## src/rtl/cache_pkg.sv

```systemverilog
// Shared types and constants for the set-associative cache.
package cache_pkg;

  typedef enum logic [2:0] {
    IDLE   = 3'd0,
    LOOKUP = 3'd1,
    MEM_RD = 3'd2,
    MEM_WR = 3'd3,
    RESP   = 3'd4
  } state_e;

  // Ceiling log2 for elaboration-time sizing; clog2(1) = 0.
  function automatic int clog2(input int v);
    int r;
    r = 0;
    for (int i = 0; i < 31; i++)
      if ((1 << i) < v) r = i + 1;
    return r;
  endfunction

endpackage

```

## src/rtl/set_assoc_cache_if.sv

```systemverilog
// CPU request/response and memory-controller signals of the cache.
interface set_assoc_cache_if #(
  parameter int ADDR_W = 16,
  parameter int DATA_W = 8
);
  logic              req_valid;
  logic              req_ready;
  logic              req_write;
  logic [ADDR_W-1:0] req_addr;
  logic [DATA_W-1:0] req_wdata;
  logic              resp_valid;
  logic [DATA_W-1:0] resp_rdata;
  logic              resp_hit;
  logic              mem_req;
  logic              mem_we;
  logic [ADDR_W-1:0] mem_addr;
  logic [DATA_W-1:0] mem_wdata;
  logic              mem_ack;
  logic [DATA_W-1:0] mem_rdata;

  // master: CPU + memory environment; slave: the cache itself
  modport master (
    output req_valid, req_write, req_addr, req_wdata, mem_ack, mem_rdata,
    input  req_ready, resp_valid, resp_rdata, resp_hit,
           mem_req, mem_we, mem_addr, mem_wdata
  );
  modport slave (
    input  req_valid, req_write, req_addr, req_wdata, mem_ack, mem_rdata,
    output req_ready, resp_valid, resp_rdata, resp_hit,
           mem_req, mem_we, mem_addr, mem_wdata
  );
endinterface

```

## src/rtl/cache_way.sv

```systemverilog
// One cache way: tag/data/valid per set, combinational read, synchronous write.
import cache_pkg::*;

module cache_way #(
  parameter int TAG_W  = 12,
  parameter int DATA_W = 8,
  parameter int SETS   = 16,
  parameter int IDX_W  = 4
) (
  input  logic              clk,
  input  logic              reset,
  input  logic [IDX_W-1:0]  idx_i,
  output logic              vld_o,
  output logic [TAG_W-1:0]  tag_o,
  output logic [DATA_W-1:0] data_o,
  input  logic              we_i,
  input  logic [TAG_W-1:0]  tag_i,
  input  logic [DATA_W-1:0] data_i
);
  logic [SETS-1:0]   vld_q;
  logic [TAG_W-1:0]  tag_q  [SETS];
  logic [DATA_W-1:0] data_q [SETS];

  assign vld_o  = vld_q[idx_i];
  assign tag_o  = tag_q[idx_i];
  assign data_o = data_q[idx_i];

  always_ff @(posedge clk or posedge reset)
    if (reset)     vld_q        <= '0;
    else if (we_i) vld_q[idx_i] <= 1'b1;

  // Tag/data storage carries no reset; valid bits gate every use.
  always_ff @(posedge clk)
    if (we_i) begin
      tag_q[idx_i]  <= tag_i;
      data_q[idx_i] <= data_i;
    end
endmodule

```

## src/rtl/set_assoc_cache.sv

```systemverilog
// N-way set-associative cache, one-word lines, per-set FIFO victim, write-through no-allocate.
import cache_pkg::*;

module set_assoc_cache #(
  parameter int ADDR_W = 16,
  parameter int DATA_W = 8,
  parameter int WAYS   = 2,
  parameter int SETS   = 16
) (
  input  logic             clk,
  input  logic             reset,
  set_assoc_cache_if.slave bus
);
  localparam int IDX_W = clog2(SETS);
  localparam int TAG_W = ADDR_W - IDX_W;
  localparam int WAY_W = (WAYS > 1) ? clog2(WAYS) : 1;

  state_e            state_q;
  logic              wr_q, hit_q;
  logic [ADDR_W-1:0] addr_q;
  logic [DATA_W-1:0] wdata_q;
  logic              mem_req_q, mem_we_q, resp_valid_q, resp_hit_q;
  logic [ADDR_W-1:0] mem_addr_q;
  logic [DATA_W-1:0] mem_wdata_q, resp_rdata_q;
  logic [WAY_W-1:0]  fifo_q [SETS];

  logic [IDX_W-1:0]             idx;
  logic [TAG_W-1:0]             tag;
  logic [DATA_W-1:0]            wr_data, hit_data;
  logic                         hit, fill;
  logic [WAYS-1:0]              way_vld, way_hit, way_we;
  logic [WAYS-1:0][TAG_W-1:0]   way_tag;
  logic [WAYS-1:0][DATA_W-1:0]  way_data;

  assign idx     = addr_q[IDX_W-1:0];
  assign tag     = addr_q[ADDR_W-1:IDX_W];
  assign fill    = (state_q == MEM_RD) && bus.mem_ack;
  assign wr_data = (state_q == LOOKUP) ? wdata_q : bus.mem_rdata;

  for (genvar w = 0; w < WAYS; w++) begin : g_way
    cache_way #(.TAG_W(TAG_W), .DATA_W(DATA_W), .SETS(SETS), .IDX_W(IDX_W)) u_way (
      .clk(clk), .reset(reset), .idx_i(idx),
      .vld_o(way_vld[w]), .tag_o(way_tag[w]), .data_o(way_data[w]),
      .we_i(way_we[w]), .tag_i(tag), .data_i(wr_data)
    );
    assign way_hit[w] = way_vld[w] && (way_tag[w] == tag);
    // Write hits update in place; read fills go to the set's FIFO victim.
    assign way_we[w]  = ((state_q == LOOKUP) && wr_q && way_hit[w]) ||
                        (fill && (fifo_q[idx] == WAY_W'(w)));
  end

  always_comb begin
    hit      = |way_hit;
    hit_data = '0;
    for (int w = 0; w < WAYS; w++)
      if (way_hit[w]) hit_data = way_data[w];
  end

  always_ff @(posedge clk or posedge reset)
    if (reset)
      for (int s = 0; s < SETS; s++) fifo_q[s] <= '0;
    else if (fill)
      fifo_q[idx] <= (fifo_q[idx] == WAY_W'(WAYS - 1)) ? '0 : fifo_q[idx] + WAY_W'(1);

  always_ff @(posedge clk or posedge reset)
    if (reset) begin
      state_q      <= IDLE;
      wr_q         <= 1'b0;
      hit_q        <= 1'b0;
      addr_q       <= '0;
      wdata_q      <= '0;
      mem_req_q    <= 1'b0;
      mem_we_q     <= 1'b0;
      mem_addr_q   <= '0;
      mem_wdata_q  <= '0;
      resp_valid_q <= 1'b0;
      resp_rdata_q <= '0;
      resp_hit_q   <= 1'b0;
    end else begin
      resp_valid_q <= 1'b0;
      case (state_q)
        IDLE:
          if (bus.req_valid) begin
            wr_q    <= bus.req_write;
            addr_q  <= bus.req_addr;
            wdata_q <= bus.req_wdata;
            state_q <= LOOKUP;
          end
        LOOKUP: begin
          hit_q <= hit;
          if (wr_q) begin
            mem_req_q   <= 1'b1;
            mem_we_q    <= 1'b1;
            mem_addr_q  <= addr_q;
            mem_wdata_q <= wdata_q;
            state_q     <= MEM_WR;
          end else if (hit) begin
            resp_valid_q <= 1'b1;
            resp_rdata_q <= hit_data;
            resp_hit_q   <= 1'b1;
            state_q      <= RESP;
          end else begin
            mem_req_q  <= 1'b1;
            mem_we_q   <= 1'b0;
            mem_addr_q <= addr_q;
            state_q    <= MEM_RD;
          end
        end
        MEM_RD:
          if (bus.mem_ack) begin
            mem_req_q    <= 1'b0;
            resp_valid_q <= 1'b1;
            resp_rdata_q <= bus.mem_rdata;
            resp_hit_q   <= 1'b0;
            state_q      <= RESP;
          end
        MEM_WR:
          if (bus.mem_ack) begin
            mem_req_q    <= 1'b0;
            mem_we_q     <= 1'b0;
            resp_valid_q <= 1'b1;
            resp_rdata_q <= '0;
            resp_hit_q   <= hit_q;
            state_q      <= RESP;
          end
        RESP:    state_q <= IDLE;
        default: state_q <= IDLE;
      endcase
    end

  assign bus.req_ready  = (state_q == IDLE);
  assign bus.resp_valid = resp_valid_q;
  assign bus.resp_rdata = resp_rdata_q;
  assign bus.resp_hit   = resp_hit_q;
  assign bus.mem_req    = mem_req_q;
  assign bus.mem_we     = mem_we_q;
  assign bus.mem_addr   = mem_addr_q;
  assign bus.mem_wdata  = mem_wdata_q;
endmodule
```

## src/flat_wrapper.sv

```systemverilog
// flat-port wrapper written by rule: the top's interface ports become plain ports
module set_assoc_cache_flat 
#(
  parameter int ADDR_W = 16,
  parameter int DATA_W = 8,
  parameter int WAYS   = 2,
  parameter int SETS   = 16
)
  (clk, reset, bus_req_valid, bus_req_write, bus_req_addr, bus_req_wdata, bus_mem_ack, bus_mem_rdata, bus_req_ready, bus_resp_valid, bus_resp_rdata, bus_resp_hit, bus_mem_req, bus_mem_we, bus_mem_addr, bus_mem_wdata);
  set_assoc_cache_if #(.ADDR_W(ADDR_W), .DATA_W(DATA_W)) bus_i ();
  input  logic clk;
  input  logic reset;
  input wire logic [$bits(bus_i.req_valid)-1:0] bus_req_valid;
  input wire logic [$bits(bus_i.req_write)-1:0] bus_req_write;
  input wire logic [$bits(bus_i.req_addr)-1:0] bus_req_addr;
  input wire logic [$bits(bus_i.req_wdata)-1:0] bus_req_wdata;
  input wire logic [$bits(bus_i.mem_ack)-1:0] bus_mem_ack;
  input wire logic [$bits(bus_i.mem_rdata)-1:0] bus_mem_rdata;
  output wire logic [$bits(bus_i.req_ready)-1:0] bus_req_ready;
  output wire logic [$bits(bus_i.resp_valid)-1:0] bus_resp_valid;
  output wire logic [$bits(bus_i.resp_rdata)-1:0] bus_resp_rdata;
  output wire logic [$bits(bus_i.resp_hit)-1:0] bus_resp_hit;
  output wire logic [$bits(bus_i.mem_req)-1:0] bus_mem_req;
  output wire logic [$bits(bus_i.mem_we)-1:0] bus_mem_we;
  output wire logic [$bits(bus_i.mem_addr)-1:0] bus_mem_addr;
  output wire logic [$bits(bus_i.mem_wdata)-1:0] bus_mem_wdata;
  assign bus_i.req_valid = bus_req_valid;
  assign bus_i.req_write = bus_req_write;
  assign bus_i.req_addr = bus_req_addr;
  assign bus_i.req_wdata = bus_req_wdata;
  assign bus_i.mem_ack = bus_mem_ack;
  assign bus_i.mem_rdata = bus_mem_rdata;
  assign bus_req_ready = bus_i.req_ready;
  assign bus_resp_valid = bus_i.resp_valid;
  assign bus_resp_rdata = bus_i.resp_rdata;
  assign bus_resp_hit = bus_i.resp_hit;
  assign bus_mem_req = bus_i.mem_req;
  assign bus_mem_we = bus_i.mem_we;
  assign bus_mem_addr = bus_i.mem_addr;
  assign bus_mem_wdata = bus_i.mem_wdata;
  set_assoc_cache #(.ADDR_W(ADDR_W), .DATA_W(DATA_W), .WAYS(WAYS), .SETS(SETS)) u_core (.clk(clk), .reset(reset), .bus(bus_i));
endmodule
```

## config.mk

```make
export PLATFORM = sky130hd
export DESIGN_NAME = set_assoc_cache_flat
export DESIGN_NICKNAME = d
export VERILOG_FILES = /design/src/rtl/cache_pkg.sv /design/src/rtl/set_assoc_cache_if.sv /design/src/rtl/cache_way.sv /design/src/rtl/set_assoc_cache.sv /design/src/flat_wrapper.sv
export SDC_FILE = /design/constraint.sdc
export NUM_CORES = 1
export LEC_CHECK = 0
export BUFFER_PORTS_ARGS = -buffer_cell sky130_fd_sc_hd__buf_4
export CAP_MARGIN = 20
export CORE_ASPECT_RATIO = 0.5
export CORE_UTILIZATION = 50
export DETAILED_ROUTE_END_ITERATION = 7
export MAX_ROUTING_LAYER = met4
export PLACE_DENSITY_LB_ADDON = 0.12
export SLEW_MARGIN = 0
export SYNTH_ARGS = -nofsm -noshare
export SYNTH_HDL_FRONTEND = slang
export SYNTH_SLANG_ARGS = --single-unit
```

## constraint.sdc

```tcl
create_clock -name clk -period 6.8 [get_ports clk]
set_input_delay 0 -clock clk [delete_from_list [all_inputs] [get_ports clk]]
set_output_delay 0 -clock clk [all_outputs]
set_load 0.1 [all_outputs]
```

Yosys cells after proc, flatten, opt, wreduce, memory -nomap -nowiden
Memories as Yosys holds them, arrays and structs flattened.
Cells that the tools add are included.
- flip-flop bits (word level): 113
- memory bits (writable): 640
- logic and storage cells: 128
- memories kept: 4
- $add $sub $neg: 1
- $lt $le $gt $ge: 4
- equal/unequal tests: 13
- multiplexer cells: 47
- bitwise operators: 4
- reduce and logical (&&, ||, !) cells: 25
- memories (memory ; depth ; width ; read ports ; clocked after memory_dff ; wr ports ; RTL line ; text):
    u_core.g_way[0].u_way.tag_q ; 16 ; 12 ; 1 ; 0 ; 1 ; cache_way.sv:21 ; logic [TAG_W-1:0] tag_q [SETS];
    u_core.g_way[1].u_way.tag_q ; 16 ; 12 ; 1 ; 0 ; 1 ; cache_way.sv:21 ;
    u_core.g_way[0].u_way.data_q ; 16 ; 8 ; 1 ; 0 ; 1 ; cache_way.sv:22 ; logic [DATA_W-1:0] data_q [SETS];
    u_core.g_way[1].u_way.data_q ; 16 ; 8 ; 1 ; 0 ; 1 ; cache_way.sv:22 ;
- operators by type and width (operator ; number):
    $mux 8 ; 7
    $mux 16 ; 2
    $or 16x16->16 ; 2
    $eq 12x12->1 ; 2
    $pmux 8 s3 ; 1
    $mux 1 ; 22
    $bwmux 16 ; 1
    $bmux 1 s4 ; 3
    $mux 3 ; 4
    $logic_and 1x1->1 ; 10
    $pmux 3 s3 ; 1
    $demux 1 s4 ; 2
    $ne 2x2->1 const B ; 4
    $reduce_and 2->1 ; 4
    $eq 3x2->1 const B ; 2
    $ne 2x1->1 const B ; 3
    $pmux 1 s2 ; 3
    $reduce_and 3->1 ; 2
    $ge 5x5->1 const B ; 1
    $lt 4x5->1 const B ; 1
    $lt 5x1->1 const B ; 1
    $not 4->5 ; 1
    $reduce_and 5->1 ; 1
    $ge 4x1->1 const B ; 1
    10 further kinds ; 13

Depth between registers and ports, before layout
Gate-level depths: netlist of the first run.
- word-level depth: 9
- mapped depth: 18

Modules after synthesis
Synthesis of the first run repeated with hierarchy kept, for this count alone.
- cell total of the unflattened synthesis: 1417
- area, all modules: 29592.1 um^2
- by module, submodules not included (module ; times used ; cells each ; area each (um^2)):
    cache_way at u_core.g_way[1].u_way ; 1 ; 557 ; 12829.8
    cache_way at u_core.g_way[0].u_way ; 1 ; 557 ; 12828.6
    set_assoc_cache ; 1 ; 303 ; 3933.8

Worst setup path before layout of the first run
No wires, ideal clock.
- path type: flip-flop to flip-flop
- start: register u_core.addr_q[1]
- end: memory u_core.g_way[0].u_way.data_q[7][0] (enable)
- setup time: 0.424 ns
- arrival time: 4.291 ns
- required time: 6.376 ns
- slack: 2.085 ns
- cell stages (with the launch flop): 13
- path buffers: 5
- period minus slack after synthesis: 4.715 ns
- cells stage by stage: dfrtp_1 -> buf_6 -> buf_12 -> buf_8 -> buf_8 -> buf_8 -> mux4_1 -> mux4_2 -> xor2_1 -> a221oi_2 -> o2111ai_1 -> a2bb2oi_2 -> nor3_1
- cells in the longest elaborated chain, start to end: 9
- RTL lines (element ; RTL line ; text):
    from (decl) ; set_assoc_cache.sv:20 ; logic [ADDR_W-1:0] addr_q;
    from (signal assigned) ; set_assoc_cache.sv:85 ; addr_q <= bus.req_addr;
    branches (longest 9 deep; another with $mem_v2 16x12) ; -- ;
    to (decl) ; cache_way.sv:22 ;
Several ways; the timed one is not identified. The select of a mux whose other input is x is not followed.

Worst setup path in the final report of the first run
- start: register u_core.addr_q[3]
- end: memory u_core.g_way[1].u_way.tag_q[5][2] (enable)
- cells in the longest elaborated chain, start to end: 8
- RTL lines (element ; RTL line):
    branches (longest 8 deep; another with $mem_v2 16x12) ; --
    to (decl) ; cache_way.sv:21
Several ways; the timed one is not identified. The select of a mux whose other input is x is not followed.

==> summary.md, run 1 <==
| Metric | Value |
|---|---|
| Pin count of the biggest net entering global routing | between 60 and 70 |
| Slew @ Worst Pin | between 1000 and 1500 ps |
| Final setup fails | 0 |
| IO Pins | between 70 and 80 |
| Top FF cell, synth | edfxtp_1 |
| Gpl congestion | slightly below 0.9 |
| DR vias/cell | a little over 6 |
| MaxCap Viol Count | 0 |
| Number of fillers in the final layout | around 4300 |
| First-pass GRT wire length | about 110 mm |
| Synth Net Count | 1579 |
| Fraction of the mapped netlist area in adder cells | 0 |
| Final Slew Violations | 0 |
| H-tree levels | 3 |
| Area grow syn2layout | 14.4% |
| FF+latch count, synth | 753 |
| Sink Count | roughly 750 |
| Routed wire length per instance | approximately 29 um |
| Initial core utilization | 0.509 |
| Multiplexer area fraction after synthesis | 0.177 |
| Iter 0 DRT Violations | 1896 |
| Via Count | 15600 |
| Final Skew | about 29 ps |
| Hold crit path type | in2async |
| Detail Route Antenna Nets | 0 |
| Deepest clock path buffer count | 3 |
| Die Area | between 0.06 and 0.07 sq mm |
| CTS resizes | 0 |
| Layout cells sized above 1 | 0.288 |
| Max Fanout on Critical Path | 44 |
| Max-slew headroom | 0.297 |
| Core ar. | just under 0.06 sq mm |
| Arr. time, crit path | 5100 ps |
| All-Layer GR Usage | 0.252 |
| TritonRoute pass-1 iters | 8 |
| Vias in the first global route | 15600 |
| Worst endpoint required time | between 7000 and 8000 ps |
| Cells after Synth | 1542 |
| Compound-cell area share of the yosys netlist | 0.0367 |
| Maximum VDD drop | roughly 0.26 mV |
| Synthesis Warnings | 0 |
| CP startpoint kind | register |
| Clk root buf | clkbuf_16 |
| Post-Synth XOR/XNOR Area | 0.00752 |
| TritonCTS clock tree | yes |
| Number of buffers created by CTS | 67 |
| Die X | 350 um |
| Final #Nets | roughly 1700 |
| CP endpoint kind | register |
| Upper clock frequency limit | a little over 0.2 GHz |
| Cell Rows | 63 |
| Fin Setup TNS | 0 ps |
| Die H | roughly 180 um |
| Diodes inserted | 0 |
| Syn_area_per_cell | approximately 20 sq um |
| Clock latency on the worst-skew pair | ~600 ps |
| R2R setup slack | just under 2000 ps |
| Fin crit period | 4850 ps |
| EDFF count, synth | 640 |
| Setup bufs post-CTS | 0 |
| Hpwl dp | around 45 mm |
| R2R depth | 12 |
| Remaining Overflow, GRT | 0 |
| Asr flop ratio synth | 0.150 |
| Run status | finished, final reports clean |
| Design Power | 15.7 mW |
| Simple logic cell fraction of the synthesized area | 0.0295 |
| Lkg Pwr | approximately 12 nW |
| Initial antenna violation count | 2 |
| DRC violations left | 0 |
| RSZ-0062 raised after global routing | false |
| Main combinational cell family by area after synthesis | multiplexers |
| Hold violation count in the final report | 0 |
| Synthesized area | 0.0303 sq mm |
| Routed wire length | between 70 and 80 mm |
| Period utilization | 0.714 |
| Register area share after synthesis | 0.728 |
| Post-synth cell types | 65 |
| Pwr per Cell Area | ~450 mW/mm^2 |
| IO Port Bufs | 73 |
| Critical Setup Path Class | reg2reg |
| Clock slew seen by the registers of the worst setup and hold paths | approximately 70 ps |
-- cells by family after synthesis --
logic type,after synthesis
DFF,753
and+or+nand+nor,184
xor gates and xnor gates,26
buffers and inverters,107
AOI/OAI and AO/OA,149
muxes,323
-- cell usage after synthesis, drive strengths merged (5+ instances only) --
master	count	share of area
a21oi	22	0.0036
o211ai	10	0.0025
mux4	151	0.12
a22oi	30	0.0074
xor2	14	0.0040
edfxtp	640	0.63
dfrtp	113	0.093
a221oi	5	0.0019
nand2b	10	0.0021
nor2b	7	0.0014
a32oi	8	0.0023
clkbuf	32	0.0042
o21ai	12	0.0020
or2	18	0.0037
and3	18	0.0037
nor2	59	0.0073
and2	7	0.0014
buf	57	0.015
xnor2	12	0.0035
mux2	76	0.029
a22o	6	0.0017
a21boi	8	0.0020
o21bai	18	0.0045
mux2i	96	0.032
inv	18	0.0022
nor3	13	0.0021
nand2	42	0.0052
-- routing by layer --
metal,GRT usage,up-vias,part of all wire,wire (um)
met3,0.0467,73,0.085,6240
met1,0.398,8358,0.47,34300
li1,-,6534,-,-
met5,-,-,0,0
met2,0.344,631,0.44,32000
met4,0.0453,0,0.013,941
-- worst paths after layout --
kind | to | startpoint
worst max-delay path | u_core.g_way[1].u_way.tag_q[5][2] | u_core.addr_q[3]
worst min-delay path | u_core.g_way[0].u_way.vld_q[5] | reset
worst max register to register | u_core.g_way[1].u_way.tag_q[5][2] | u_core.addr_q[3]
worst min register to register | u_core.g_way[0].u_way.vld_q[12] | u_core.g_way[0].u_way.vld_q[12]
max in group asynchronous | u_core.addr_q[1] | reset
min in group clk | u_core.addr_q[8] | bus_req_addr[8]
-- sequential cells by signal (all words and copies together) (netlist names) --
| register | count |
|---|---|
| u_core.g_way.u_way.data_q | 256 |
| u_core.bus.resp_rdata | 8 |
| u_core.bus.resp_hit | 1 |
| u_core.bus.mem_wdata | 8 |
| u_core.bus.mem_we | 1 |
| u_core.hit_q | 1 |
| u_core.fifo_q | 16 |
| u_core.bus.resp_valid | 1 |
| u_core.addr_q | 16 |
| u_core.bus.mem_addr | 16 |
| u_core.wr_q | 1 |
| u_core.bus.mem_req | 1 |
| u_core.g_way.u_way.tag_q | 384 |
| u_core.g_way.u_way.vld_q | 32 |
| u_core.wdata_q | 8 |
| u_core.state_q | 3 |
-- critical path, stage by stage (launching register included) --
cell     delay (ps)
dfrtp_4         920
buf_4           610
mux4_2          390
and2_1          200
or3_1           350
a221o_1         300
nand2_1         120
nand4_1         330
nor3_1          330
nor2_2           50
buf_4           260
nor2_2          170
buf_4           400
-- area by class of cell --
cell class | count | area (sq um) | area share
tap | 812 | 1020 | 0.0293
clock buffer | 86 | 1850 | 0.0535
inverter | 18 | 70.1 | 0.00202
timing repair buffer | 172 | 1560 | 0.0449
sequential | 753 | 22100 | 0.636
clock inverter | 36 | 419 | 0.0121
multi-input combinational | 682 | 7690 | 0.222
-- what timing repair did --
action	4_1_cts	5_1_grt
setup endpoints to repair	0	0
hold buffers	35	0
hold endpoints to repair	72	0
-- power breakdown --
part,leakage [nW],internal (mW),switching (mW)
registers,7.11,5.82,0.485
clock network,1.10,2.28,1.67
logic,3.67,2.00,3.45
-- cells in the final DEF, fill, tap and decap left out, drive strengths merged, types with 8 or more instances in the layout --
master / count
edfxtp: 640
mux4: 151
buf: 137
dfrtp: 113
mux2i: 96
clkbuf: 86
mux2: 76
nor2: 59
nand2: 42
dlygate4sd3: 35
a22oi: 30
a21oi: 22
inv: 19
clkinv: 19
and3: 18
o21bai: 18
or2: 18
xor2: 14
nor3: 13
xnor2: 12
o21ai: 12
nand2b: 10
o211ai: 10
bufinv: 9
a21boi: 8
a32oi: 8
-- through the flow --
step	std cells	hold WS (ps)	utilization	setup WS [ps]	instance area, sq um
after CTS	2559	39.4	0.582	1940	34700
after detailed placement	2402	119	0.538	1970	32000
after global routing	2559	67.7	0.582	1650	34700
after global placement	2390	90.7	0.535	1870	31800
final	2559	38.3	0.582	1950	34700
after floorplan	1542	85.0	-	2090	30300
No activity file was read; power rests on OpenSTA's default activity.
==> inputs of run 2 (changes only) <==
clock period = 4.4 ns   (was 6.8 ns; I/O delays follow)
==> summary.md, run 2 (same netlist as run 1, synthesis figures left out) <==
| Metric | Value |
|---|---|
| Gpl congestion | 0.900 (+3.7%) |
| DR vias/cell | 6.07 (-0.42%) |
| Largest regs | u_core.g_way.u_way.tag_q (384), u_core.g_way.u_way.data_q (256), u_core.g_way.u_way.vld_q (32) |
| Vias in the first global route | 16100 (+3.3%) |
| TritonRoute pass-1 iters | 5 (-3) |
| Hpwl dp | 48.3 mm (+7.1%) |
| Worst Slack Setup Final | 102 ps (-1840 ps) |
| Period utilization | 0.977 (+0.263) |
| Clock power frac | 0.238 (-0.013) |
| Commonest non-fill, non-tap cell in the layout | edfxtp_1 |
| Fin Hold WS | 175 ps (+137 ps) |
| Run status | finished, final reports clean |
| Pin count of the biggest net entering global routing | 64 (-5.9%) |
| Lkg Pwr | 12.2 nW (+2.7%) |
| Fin crit period | 4300 ps (-556 ps) |
| Largest register FFs | 384 (unchanged) |
| Clock slew seen by the registers of the worst setup and hold paths | 60 ps (about the same) |
| Post-layout util | 0.592 (+0.00957) |
| Arr. time, crit path | 4590 ps (-510 ps) |
| Placed cells | 2462 (+2.5%) |
| TritonCTS clock tree | yes |
| Sequential Area | 0.0221 sq mm (about the same) |
| Sw Pwr | 9.01 mW (+61%) |
| Remaining Overflow, GRT | 0 (unchanged) |
| MaxCap Viol Count | 0 (unchanged) |
| Final Slew Violations | 0 (unchanged) |
| Number of buffers created by CTS | 68 (+1.5%) |
| IO Port Bufs | 73 (unchanged) |
| Sw Ratio | 0.364 (+0.00670) |
| Detail Route Antenna Nets | 0 (unchanged) |
| Commonest cells after routing, fill and taps aside | 640 x edfxtp_1, 168 x buf_4, 122 x mux4_2 |
| Clock latency on the worst-skew pair | 610 ps (about the same) |
| DRC violations left | 0 (unchanged) |
| Number of fillers in the final layout | 4328 (+1.1%) |
| RSZ-0062 raised after global routing | false |
| Max Fanout on Critical Path | 22 (-50%) |
| Multi-input logic area | 0.00769 sq mm (about the same) |
| Core ar. | 0.0595 sq mm (unchanged) |
| Place WS | 25.1 ps (-1940 ps) |
| Area grow syn2layout | 16.3% |
| Die Area | 0.0616 sq mm (unchanged) |
| Critical Setup Path Class | reg2reg |
| Final Skew | 18.9 ps (-9.78 ps) |
| Worst endpoint required time | 4690 ps (-2350 ps) |
| H-tree levels | 3 (unchanged) |
| Max-slew headroom | 0.283 (-0.0137) |
| Seq pwr share | 0.393 (-0.009) |
| First-pass GRT wire length | 112 mm (+3.0%) |
| Final #Nets | 1794 (+3.6%) |
| Int Power | 15.8 mW (+56%) |
| Die H | 176 um (unchanged) |
| Pwr per Cell Area | 703 mW/mm^2 (+55%) |
| Sink Count | 753 (unchanged) |
| IO Pins | 74 (unchanged) |
| Fin Setup TNS | 0 ps (unchanged) |
| Initial core utilization | 0.509 (unchanged) |
| Slew @ Worst Pin | 1070 ps (+23.3 ps) |
| Finished Layout Cells | 2620 (+2.4%) |
| Via Count | 15900 (+1.9%) |
| Layout cells sized above 1 | 0.306 (+0.0181) |
| Hold violation count in the final report | 0 (unchanged) |
| Iter 0 DRT Violations | 1739 (-8.3%) |
| Combinational share of power | 0.369 (+0.022) |
| All-Layer GR Usage | 0.262 (+0.00998) |
| Cell Rows | 63 (unchanged) |
| CP endpoint kind | register |
| Maximum VDD drop | 0.396 mV (+54%) |
| Initial antenna violation count | 3 (+1) |
| Upper clock frequency limit | 0.233 GHz (+13%) |
| Deepest clock path buffer count | 3 (unchanged) |
| Die X | 350 um (unchanged) |
| Routed wire length per instance | 29.6 um (+3.2%) |
| CP startpoint kind | register |
| Final setup fails | 0 (unchanged) |
| Clk root buf | clkbuf_16 |
| Largest reg by FF count | u_core.g_way.u_way.tag_q |
| Routed wire length | 77.6 mm (+5.7%) |
| Hold crit path type | in2reg |
[run 2: cell count changes in the layout (fill, tap and decap cells not counted), moves of 5 or more]
| cell | change |
|---|---|
| buf_12 | +25 |
| buf_4 | +46 |
| buf_8 | -8 |
| clkbuf_1 | +9 |
| clkinv_2 | -6 |
| clkinvlp_4 | -6 |
| inv_6 | +5 |
[run 2: path summary, 6_finish.rpt]
| path | start | to | slack, ps | cells after the start |
|---|---|---|---|---|
| worst min register to register | u_core.g_way[0].u_way.vld_q[2] | u_core.g_way[0].u_way.vld_q[2] | 470 | 1 |
| min in group asynchronous | reset | u_core.g_way[0].u_way.vld_q[12] | 190 | 3 |
| worst max-delay path | u_core.addr_q[0] | u_core.g_way[1].u_way.data_q[9][5] | 100 | 13 |
| max in group asynchronous | reset | u_core.addr_q[3] | 2900 | 4 |
| worst max register to register | u_core.addr_q[0] | u_core.g_way[1].u_way.data_q[9][5] | 100 | 13 |
| worst min-delay path | bus_req_addr[14] | u_core.addr_q[14] | 170 | 3 |
[run 2: power groups by stage]
stage          registers (mW)  clock network [mW]  logic, mW
5_1_grt                  9.77                6.26       9.61
3_5_place_dp             9.90                   0       8.94
2_1_floorplan            10.8                   0       4.95
4_1_cts                  9.74                6.00       8.99
3_3_place_gp             9.85                   0       8.84
6_report                 9.73                5.90       9.15
[run 2: cell type report]
cell class | count | area share
diodes | 1 | 0.0000710
clock buffers | 95 | 0.0529
clock inverters | 25 | 0.00817
inverters | 18 | 0.00199
multi-input cells | 682 | 0.218
flip-flops and latches | 753 | 0.626
well taps | 812 | 0.0288
repair buffers | 234 | 0.0635
[run 2: per-stage QoR]
stage | cell area [sq um] | total power [mW]
after floorplan | 30300 | 15.8
after global placement | 32700 | 18.7
after detailed placement | 32700 | 18.8
after CTS | 35200 | 24.7
after global routing | 35200 | 25.7
final | 35200 | 24.8
[run 2: worst max-delay path, cell delays in order (launching register included)]
cell,delay [ps]
dfrtp_4,620
buf_12,250
nor2b_1,670
buf_4,240
a22oi_1,80
a21o_1,200
a221o_1,340
nand2_1,80
nand4_1,250
nor3_1,400
nor2_2,210
buf_12,190
nor2_2,190
buf_12,220
[run 2: timing repair]
action	in CTS	in global routing
endpoints found under the hold margin	101	0
endpoints found under the setup margin	0	290
hold buffers	35	0
setup buffers	0	2
resized for setup	0	2
[run 2: metal layers]
layer,GRT usage,up-vias,part of all wire,routed length [um]
li1,-,6677,-,-
met1,0.386,8558,0.45,35300
met2,0.389,573,0.46,35400
met3,0.0484,92,0.073,5700
met4,0.0488,0,0.016,1220
met5,-,-,0,0
==> inputs of run 3 (changes only) <==
REMOVE_ABC_BUFFERS = 1   (was default)
==> summary.md, run 3 (same netlist as run 1, synthesis figures left out) <==
| Metric | Value |
|---|---|
| Run status | finished, final reports clean |
| Number of buffers created by CTS | 67 (-1.5%) |
| Routed wire length | 76.2 mm (-1.8%) |
| Core ar. | 0.0595 sq mm (unchanged) |
| Vias in the first global route | 15900 (-1.3%) |
| Lkg Pwr | 12.3 nW (+0.80%) |
| Pin count of the biggest net entering global routing | 60 (-6.3%) |
| DP Area | 0.0329 sq mm (+0.87%) |
| Clock latency on the worst-skew pair | 620 ps (about the same) |
| Final Slew Violations | 0 (unchanged) |
| Clk root buf | clkbuf_16 |
| Hpwl dp | 48.3 mm (-0.11%) |
| Critical Setup Path Class | reg2reg |
| Via Count | 15800 (-0.47%) |
| Gpl congestion | 0.833 (-7.4%) |
| First-pass GRT wire length | 110 mm (-0.97%) |
| Multi-input logic area | 0.00769 sq mm (about the same) |
| Worst flop-to-flop path startpoint | u_core.addr_q[1] |
| Finished Layout Cells | 2633 (+0.50%) |
| Area grow syn2layout | 17.2% |
| Max-slew headroom | 0.309 (+0.0263) |
| All-Layer GR Usage | 0.261 (-0.00128) |
| Sequential Area | 0.0221 sq mm (unchanged) |
| Iter 0 DRT Violations | 1638 (-5.8%) |
| Sink Count | 753 (unchanged) |
| Arr. time, crit path | 4440 ps (-150 ps) |
| Setup crit start | u_core.addr_q[1] |
| Initial core utilization | 0.509 (unchanged) |
| Layout cells sized above 1 | 0.314 (+0.00808) |
| Setup bufs post-CTS | 0 (unchanged) |
| R2R setup slack | 450 ps (+350 ps) |
| Commonest non-fill, non-tap cell in the layout | edfxtp_1 |
| Die Area | 0.0616 sq mm (unchanged) |
| Worst endpoint required time | 4890 ps (+200 ps) |
| Pwr per Cell Area | 689 mW/mm^2 (-2.1%) |
| Commonest cells after routing, fill and taps aside | 640 x edfxtp_1, 163 x buf_4, 122 x mux4_2 |
| Fin crit period | 3950 ps (-346 ps) |
| Initial antenna violation count | 2 (-1) |
| Largest regs | u_core.g_way.u_way.tag_q (384), u_core.g_way.u_way.data_q (256), u_core.g_way.u_way.vld_q (32) |
| CP endpoint kind | register |
| WHS Path Cells | 4 (+1) |
| Die X | 350 um (unchanged) |
| Cell Rows | 63 (unchanged) |
| Final #Nets | 1803 (+0.50%) |
| CP startpoint kind | register |
| Largest reg by FF count | u_core.g_way.u_way.tag_q |
| Detail Route Antenna Nets | 0 (unchanged) |
| IO Port Bufs | 73 (unchanged) |
| Final Skew | 30.8 ps (+11.9 ps) |
| Hold endpoint | u_core.wr_q |
| Final setup fails | 0 (unchanged) |
| RSZ-0062 raised after global routing | false |
| Period utilization | 0.898 (-0.0786) |
| Fin Hold WS | 157 ps (-17.5 ps) |
| Post-layout util | 0.596 (+0.00433) |
| Slew @ Worst Pin | 1030 ps (-39.4 ps) |
| TritonCTS clock tree | yes |
| Deepest clock path buffer count | 3 (unchanged) |
| Maximum VDD drop | 0.681 mV (+72%) |
| Diodes inserted | 0 (-1) |
| DR vias/cell | 6.01 (-0.96%) |
| Largest register FFs | 384 (unchanged) |
| Routed wire length per instance | 28.9 um (-2.3%) |
| MaxCap Viol Count | 0 (unchanged) |
| R2R depth | 12 (-1) |
| Fin area | 0.0355 sq mm (+0.73%) |
| HP Start | bus_req_write |
| Fin Setup TNS | 0 ps (unchanged) |
| Placed cells | 2472 (+0.41%) |
| Max Fanout on Critical Path | 14 (-36%) |
| Place WS | 384 ps (+359 ps) |
| Hold violation count in the final report | 0 (unchanged) |
| DRC violations left | 0 (unchanged) |
| Clock slew seen by the registers of the worst setup and hold paths | 60 ps (about the same) |
| Upper clock frequency limit | 0.253 GHz (+8.8%) |
| H-tree levels | 3 (unchanged) |
| Number of fillers in the final layout | 4262 (-1.5%) |
| Hold crit path type | in2reg |
| TritonRoute pass-1 iters | 6 (+1) |
| Remaining Overflow, GRT | 0 (unchanged) |
| Die H | 176 um (unchanged) |
| IO Pins | 74 (unchanged) |
| FF-to-FF End | u_core.bus.mem_addr[13] |
| Worst Slack Setup Final | 448 ps (+346 ps) |
| Design Power | 24.4 mW (-1.4%) |
run 3: final cells by class:
type,count,share of cell area
flip-flops and latches,753,0.622
multi-input cells,682,0.217
repair buffers,244,0.0704
clock buffers,87,0.0517
well taps,812,0.0286
clock inverters,37,0.00906
inverters,18,0.00197
run 3: report_power, final:
part / leakage, nW / internal (mW) / switching, mW / total, mW
combinational: 4.12 / 3.44 / 5.44 / 8.88
sequential: 7.11 / 9.00 / 0.709 / 9.71
clock: 1.07 / 3.22 / 2.62 / 5.85
total: 12.3 / 15.7 / 8.77 / 24.4
run 3: how the worst max path moves through the flow:
stage / endpoint / slack (ps) / cells after the start
5_1_grt: u_core.bus.mem_addr[12] / 260 / 12
6_report: u_core.bus.mem_addr[13] / 450 / 12
4_1_cts: u_core.bus.resp_rdata[3] / 380 / 7
3_3_place_gp: u_core.g_way[1].u_way.data_q[13][0] / 470 / 11
3_5_place_dp: u_core.bus.resp_rdata[3] / 380 / 7
2_1_floorplan: u_core.g_way[0].u_way.data_q[7][0] / -4380 / 8
run 3: critical path, cell delays in order, from the launching register on:
cell	delay (ps)
dfrtp_4	590
buf_4	320
mux4_2	540
nand2_1	90
nand2_1	80
xor2_1	150
o31ai_1	490
nand4_1	240
buf_4	200
nor3_1	310
or2_1	300
buf_12	160
mux2_2	330
run 3: metal layers:
| layer | up-vias | track usage | wire length [um] |
|---|---|---|---|
| met5 | - | - | 0 |
| met4 | 0 | 0.0638 | 1560 |
| met3 | 109 | 0.0503 | 5560 |
| met2 | 605 | 0.406 | 36600 |
| met1 | 8444 | 0.359 | 32500 |
| li1 | 6667 | - | - |
run 3: timing repair:
item | in CTS | in global routing
gates resized for setup | 0 | 0
endpoints found under the hold margin | 151 | 0
hold buffers | 36 | 0
endpoints found under the setup margin | 0 | 0
